<file path="config.mk">
export PLATFORM = sky130hd
export DESIGN_NAME = ram_sync_nr2w_clr
export DESIGN_NICKNAME = d
export VERILOG_FILES = /design/src/rtl/ram_sync_nr2w_clr_pkg.sv /design/src/rtl/ram_clear_ctrl.sv /design/src/rtl/ram_sync_nr2w_clr.sv
export SDC_FILE = /design/constraint.sdc
export NUM_CORES = 2
export LEC_CHECK = 0
export CORE_UTILIZATION = 45
export CTS_CLUSTER_SIZE = 40
export DETAILED_ROUTE_END_ITERATION = 8
export GPL_TIMING_DRIVEN = 0
export HOLD_SLACK_MARGIN = 0.08
export PLACE_DENSITY = 0.72
export SKIP_CTS_REPAIR_TIMING = 1
export SYNTH_ARGS = -nofsm -noshare
export SYNTH_HDL_FRONTEND = slang
export SYNTH_HIERARCHICAL = 1
export SYNTH_SLANG_ARGS = --single-unit
</file>
<file path="constraint.sdc">
create_clock -name clk -period 7.71 [get_ports clk]
set_input_delay 1.1565 -clock clk [delete_from_list [all_inputs] [get_ports clk]]
set_output_delay 1.1565 -clock clk [all_outputs]
set_load 0.05 [all_outputs]
</file>
<file path="src/rtl/ram_sync_nr2w_clr_pkg.sv">
// Shared constants for the multi-read, dual-write RAM with clear sweep.
package ram_sync_nr2w_clr_pkg;

    localparam int unsigned ADDR_LEN = 5;
    localparam int unsigned DATA_LEN = 32;

    typedef enum logic {
        ST_IDLE  = 1'b0,
        ST_CLEAR = 1'b1
    } clr_state_e;

endpackage

</file>
<file path="src/rtl/ram_clear_ctrl.sv">
// Clear-sweep controller: walks clr_addr over every entry once per clear request or reset.
module ram_clear_ctrl
    import ram_sync_nr2w_clr_pkg::*;
#(
    parameter int unsigned ADDR_W     = ADDR_LEN,
    parameter int unsigned DATA_DEPTH = 32
) (
    input  logic              clk,
    input  logic              reset_x,
    input  logic              clr_req,
    output logic              clr_we,
    output logic [ADDR_W-1:0] clr_addr,
    output logic              ready
);

    localparam logic [ADDR_W-1:0] LAST_ADDR = ADDR_W'(DATA_DEPTH - 1);

    clr_state_e        state_q, state_d;
    logic [ADDR_W-1:0] clr_addr_q, clr_addr_d;

    // Reset lands in CLEAR so the array is swept before first use.
    always_ff @(posedge clk or negedge reset_x) begin
        if (!reset_x) begin
            state_q    <= ST_CLEAR;
            clr_addr_q <= '0;
        end else begin
            state_q    <= state_d;
            clr_addr_q <= clr_addr_d;
        end
    end

    always_comb begin
        state_d    = state_q;
        clr_addr_d = clr_addr_q;
        case (state_q)
            ST_IDLE: begin
                if (clr_req) begin
                    state_d    = ST_CLEAR;
                    clr_addr_d = '0;
                end
            end
            ST_CLEAR: begin
                clr_addr_d = clr_addr_q + ADDR_W'(1);
                if (clr_addr_q == LAST_ADDR) begin
                    state_d    = ST_IDLE;
                    clr_addr_d = '0;
                end
            end
            default: begin
                state_d    = ST_IDLE;
                clr_addr_d = '0;
            end
        endcase
    end

    assign clr_we   = (state_q == ST_CLEAR);
    assign clr_addr = clr_addr_q;
    assign ready    = (state_q == ST_IDLE);

endmodule

</file>
<file path="src/rtl/ram_sync_nr2w_clr.sv">
// Synchronous RAM with NUM_RPORTS registered read ports, two write ports and a clear sweep.
module ram_sync_nr2w_clr
    import ram_sync_nr2w_clr_pkg::*;
#(
    parameter int unsigned BRAM_ADDR_WIDTH = ADDR_LEN,
    parameter int unsigned BRAM_DATA_WIDTH = DATA_LEN,
    parameter int unsigned DATA_DEPTH      = 32,
    parameter int unsigned NUM_RPORTS      = 6,
    parameter int unsigned BYPASS          = 1,
    parameter logic [BRAM_DATA_WIDTH-1:0] CLEAR_VALUE = '0
) (
    input  logic                                  clk,
    input  logic                                  reset_x,
    input  logic [NUM_RPORTS*BRAM_ADDR_WIDTH-1:0] raddr,
    output logic [NUM_RPORTS*BRAM_DATA_WIDTH-1:0] rdata,
    input  logic [BRAM_ADDR_WIDTH-1:0]            waddr1,
    input  logic [BRAM_ADDR_WIDTH-1:0]            waddr2,
    input  logic [BRAM_DATA_WIDTH-1:0]            wdata1,
    input  logic [BRAM_DATA_WIDTH-1:0]            wdata2,
    input  logic                                  we1,
    input  logic                                  we2,
    input  logic                                  clr_req,
    output logic                                  ready
);

    localparam int unsigned AW    = BRAM_ADDR_WIDTH;
    localparam int unsigned DW    = BRAM_DATA_WIDTH;
    localparam int unsigned IDX_W = (DATA_DEPTH > 1) ? $clog2(DATA_DEPTH) : 1;
    localparam logic [AW:0] DEPTH_LIM = (AW + 1)'(DATA_DEPTH);

    logic [DW-1:0] mem [DATA_DEPTH];

    logic          clr_we;
    logic [AW-1:0] clr_addr;
    logic          wr1_ok, wr2_ok;

    ram_clear_ctrl #(
        .ADDR_W     (AW),
        .DATA_DEPTH (DATA_DEPTH)
    ) u_clear_ctrl (
        .clk      (clk),
        .reset_x  (reset_x),
        .clr_req  (clr_req),
        .clr_we   (clr_we),
        .clr_addr (clr_addr),
        .ready    (ready)
    );

    assign wr1_ok = we1 && ({1'b0, waddr1} < DEPTH_LIM);
    assign wr2_ok = we2 && ({1'b0, waddr2} < DEPTH_LIM);

    // Shared write path; port 2 is written last so it wins a same-address collision.
    always_ff @(posedge clk) begin
        if (clr_we) begin
            mem[IDX_W'(clr_addr)] <= CLEAR_VALUE;
        end else begin
            if (wr1_ok) mem[IDX_W'(waddr1)] <= wdata1;
            if (wr2_ok) mem[IDX_W'(waddr2)] <= wdata2;
        end
    end

    for (genvar i = 0; i < int'(NUM_RPORTS); i++) begin : g_rport
        logic [AW-1:0] ra;
        logic [DW-1:0] rdata_d, rdata_q;

        assign ra = raddr[i*AW +: AW];

        // Forwarding priority mirrors the write-path collision rule.
        always_comb begin
            rdata_d = CLEAR_VALUE;
            if ({1'b0, ra} < DEPTH_LIM) begin
                if ((BYPASS != 0) && wr2_ok && (waddr2 == ra)) begin
                    rdata_d = wdata2;
                end else if ((BYPASS != 0) && wr1_ok && (waddr1 == ra)) begin
                    rdata_d = wdata1;
                end else begin
                    rdata_d = mem[IDX_W'(ra)];
                end
            end
        end

        always_ff @(posedge clk or negedge reset_x) begin
            if (!reset_x) begin
                rdata_q <= CLEAR_VALUE;
            end else if (clr_we) begin
                rdata_q <= CLEAR_VALUE;
            end else begin
                rdata_q <= rdata_d;
            end
        end

        assign rdata[i*DW +: DW] = rdata_q;
    end

endmodule

</file>
==> results.json, run 1 <==
{
  "status": "aborted with a tool error",
  "lastStage": "5_1_grt",
  "tool.error": "[ERROR GRT-0116] Global routing finished with congestion. Check the congestion regions in the DRC Viewer.",
  "pre_cts_ws_ns": 1.35,
  "die_h_um": 471,
  "htree_levels": 4,
  "grt_pass1_vias": 113844,
  "synthCells": 8040,
  "yosys.area.top_type": "mux4_2",
  "yosysWarnings": 6,
  "synth.cell_area_sq_um": 98800,
  "grtUsageTotal": 0.838,
  "start_util": 0.454,
  "synth_ff_type": "edfxtp_1",
  "cts_buffers": 150,
  "ys_seq_area_frac": 0.361,
  "grt-ovfl-total": 1266,
  "ios": 302,
  "synth_nets": 8152,
  "rows": 171,
  "root_buffer": "clkbuf_16",
  "portBuffers": 236,
  "ys_types": 67,
  "routabilityCongestion": 1.25,
  "synth-edff-count": 1024,
  "cts_max_path_buffers": 3,
  "synth.area.top_cells": "mux4_2 35%, edfxtp_1 31%, o21ai_0 5.2%, dfrtp_1 5.0%, nand2_1 4.6%",
  "clock-sinks": 1222,
  "grt_max_degree": 103,
  "avgSynthCellArea_sq_um": 12.3,
  "synth_top_area_frac": 0.347,
  "dpl.hpwl_um": 620000,
  "die_w_um": 471,
  "synthArstFlopShare": 0.162,
  "ys_ff_latch": 1222,
  "grt_first_pass_wirelength_um": 1250000
}
-- cell usage after synthesis, drive strengths merged (33+ instances only) --
library cell,instances
mux4,1524
nand2,1216
o21ai,1029
edfxtp,1024
clkbuf,586
buf,492
mux2i,353
o22ai,316
dfrtp,197
nor2,187
a22oi,183
nand4,134
o211ai,124
nor3,42
inv,39
xnor2,38
nand2b,37
nor4,37
o221ai,37
a31oi,35
or2,34
and3,33
o32ai,33
-- per-stage QoR --
| step | std cells | area, sq um |
|---|---|---|
| CTS | 11500 | 112000 |
| detailed placement | 11223 | 107000 |
| global placement | 11130 | 105000 |
| floorplan | 8040 | 98800 |
-- routing by layer --
metal,GRT usage,overflow
met1,0.853,29
met2,0.926,685
met4,0.793,507
met5,0.537,6
met3,0.768,39
-- logic make-up after synthesis --
| family | Yosys count | share of synthesized area |
|---|---|---|
| compound gates | 1920 | 0.118 |
| fa+ha+maj | 3 | 0.000380 |
| mux | 1878 | 0.383 |
| flops | 1222 | 0.361 |
| xor+xnor | 60 | 0.00532 |
| buf+inv | 1117 | 0.0504 |
| simple gates | 1840 | 0.0813 |
==> run 2, diff against run 1 <==
CORE_UTILIZATION = 30   (was 45)
CTS_CLUSTER_SIZE = not set   (was 40)
HOLD_SLACK_MARGIN = not set   (was 0.08)
PLACE_DENSITY = not set   (was 0.72)
PLACE_DENSITY_LB_ADDON = 0.15   (was not set)
==> run 2 against run 1 <==
  * The flow now finishes, with violations (capacitance limit, slew limit)
  * Synthesized cell count is the same
  * Synthesized area is the same
==> results.json, run 2 <==
{
  "status": "finished, violations left",
  "violations": "capacitance limit, slew limit",
  "postRouteAntennaNets": 0,
  "min_path_type": "input pin to asynchronous set/reset pin",
  "cts_tree": "yes",
  "clock-sinks": 1222,
  "top_register": "mem",
  "die_w_um": 576,
  "portBuffers": 236,
  "grt-ovfl-total": 0,
  "grtUsageTotal": 0.501,
  "cp-start-kind": "input pin",
  "synth_most_common_cell": "mux4_2",
  "avgSynthCellArea_sq_um": 12.3,
  "synth_nets": 8152,
  "ys_seq_area_frac": 0.361,
  "rows": 210,
  "dpl.hpwl_um": 673000,
  "crit_path_end_kind": "flop",
  "routabilityCongestion": 1.09,
  "finalCritPeriodShare": 0.850,
  "drv_cap": 56,
  "rsz0062_at_grt": "false",
  "synthArstFlopShare": 0.162,
  "ys_ff_latch": 1222,
  "start_util": 0.302,
  "crit_type": "input pin to flop",
  "slew_headroom": -0.307,
  "final_cells": 13157,
  "startpoint": "raddr[28]",
  "seqPwrFrac": 0.353,
  "synthCells": 8040,
  "power_switching_w": 0.0103,
  "grt_pass1_vias": 88479,
  "yosysWarnings": 6,
  "htree_levels": 4,
  "coreArea_sq_um": 327000,
  "synth_top_area_frac": 0.347,
  "mostFrequentLayoutCell": "mux4_2",
  "syn_to_final_growth_pct": 15.9,
  "layout-drive-gt1-share": 0.285,
  "tightest_slew_ns": 1.96,
  "synth_ff_type": "edfxtp_1",
  "drc": 0,
  "die_area_sq_um": 332000,
  "synth.cell_area_sq_um": 98800,
  "worstPathRequired_ns": 8.56,
  "setup_viol": 0,
  "hold_viol": 0,
  "period_minus_slack_ns": 6.55,
  "wl_per_cell_um": 64.5,
  "cts_max_path_buffers": 4,
  "vias": 99517,
  "yosys.area.top_type": "mux4_2",
  "p_comb_frac": 0.328,
  "synth-edff-count": 1024,
  "p_per_area_nw_per_um2": 225,
  "root_buffer": "clkbuf_16",
  "ios": 302,
  "antenna_found_initial": 120,
  "cts_buffers": 166,
  "grt_first_pass_wirelength_um": 1050000,
  "leakage_nw": 37.2,
  "die_h_um": 576,
  "synthTopCellsByCount": "1,524 x mux4_2, 1,215 x nand2_1, 1,024 x edfxtp_1",
  "clk_pin_slew_ns": 0.06,
  "cp_data_arrival_time_ns": 7.40,
  "cp_max_fo": 10,
  "ys_types": 67,
  "grt_max_degree": 78,
  "first_pass_iters": 7,
  "dp.cells": 12689,
  "viasPerCell": 7.56,
  "drt_first_iter_violations": 19161,
  "maxSlewViolCount": 360,
  "mostFrequentLayoutCells": "1,524 x mux4_2, 1,214 x nand2_1, 1,024 x edfxtp_1",
  "peakVddDrop_uv": 170,
  "final_core_util": 0.350,
  "p_int_w": 0.0154,
  "clock_skew_ns": 0.0987,
  "clockPowerShare": 0.319,
  "largest_register_ffs": 1024,
  "worst_skew_pair.late_latency_ns": 0.99,
  "synth.area.top_cells": "mux4_2 35%, edfxtp_1 31%, o21ai_0 5.2%, dfrtp_1 5.0%, nand2_1 4.6%",
  "drt_wl_total_um": 848000,
  "fin_nets": 8632,
  "total_power_w": 0.0257,
  "fmax_mhz": 153,
  "tns_ns": 0,
  "p_sw_frac": 0.401,
  "regToRegStartpoint": "u_clear_ctrl/clr_we"
}
## run 2: logic make-up (layout without fill, tap and decap cells)
| group | count (synthesis) | count (layout) | synth area share |
|---|---|---|---|
| and+or+nand+nor | 1840 | 1840 | 0.0813 |
| AOI/OAI and AO/OA | 1920 | 1920 | 0.118 |
| adders and majority gates | 3 | 3 | 0.000380 |
| other | 0 | 157 | 0 |
| buffers and inverters | 1117 | 1731 | 0.0504 |
| muxes | 1878 | 1878 | 0.383 |
| DFF | 1222 | 1222 | 0.361 |
| xor gates and xnor gates | 60 | 60 | 0.00532 |
## run 2: final timing paths
kind	end	slack, ns	cells after the start
setup / recovery	g_rport[5].rdata_q[21]	1.16	7
hold / removal	g_rport[4].rdata_q[29]	0.11	1
setup reg to reg	mem[23][7]	1.91	6
hold reg to reg	u_clear_ctrl/clr_we	0.60	1
max in group asynchronous	g_rport[3].rdata_q[13]	6.46	2
min in group clk	u_clear_ctrl/clr_we	0.60	1
## run 2: layout make-up
type                            count  area (sq um)
Buffer                           1078          4890
Inverter                           39           146
Fill cell                       32377        213000
Antenna cell                      157           393
Clock inverter                     88           837
Clock buffer                      214          4580
Timing Repair Buffer              312          3810
Tap cell                         4346          5440
Sequential cell                  1222         35700
Multi-Input combinational cell   5701         58700
## run 2: power by group through the flow
stage	sequential, W	combinational [W]	clock (W)
CTS	0.00901	0.00794	0.00813
detailed placement	0.00914	0.00792	0
global route	0.00909	0.00816	0.00836
finish	0.00908	0.00844	0.00822
floorplan	0.00894	0.00361	0
global placement	0.00924	0.00752	0
## run 2: metal layers
layer	vias to the layer above	track usage	part of all wire
li1	33835	-	-
met4	22	0.529	0.13
met1	52170	0.573	0.34
met2	10708	0.702	0.41
met3	2782	0.178	0.12
met5	-	0.00100	0.00021
## run 2: worst max-delay path, stage by stage
cell      delay, ns
clkbuf_1       1.16
nor2_4         0.61
nand2_1        0.80
clkbuf_1       1.03
o221ai_1       0.92
nor4_1         1.43
a211o_1        0.21
## run 2: per-stage QoR
step                      setup slack, ns  hold WS, ns  instance area, sq um
final                                1.16        0.111                114000
after global routing                 1.78        0.152                114000
after CTS                            1.93        0.132                114000
after detailed placement             1.01        0.593                108000
after global placement              -3.66        0.578                107000
after floorplan                      3.55        0.522                 98800
Note: power is estimated with default switching activity, not from simulation.
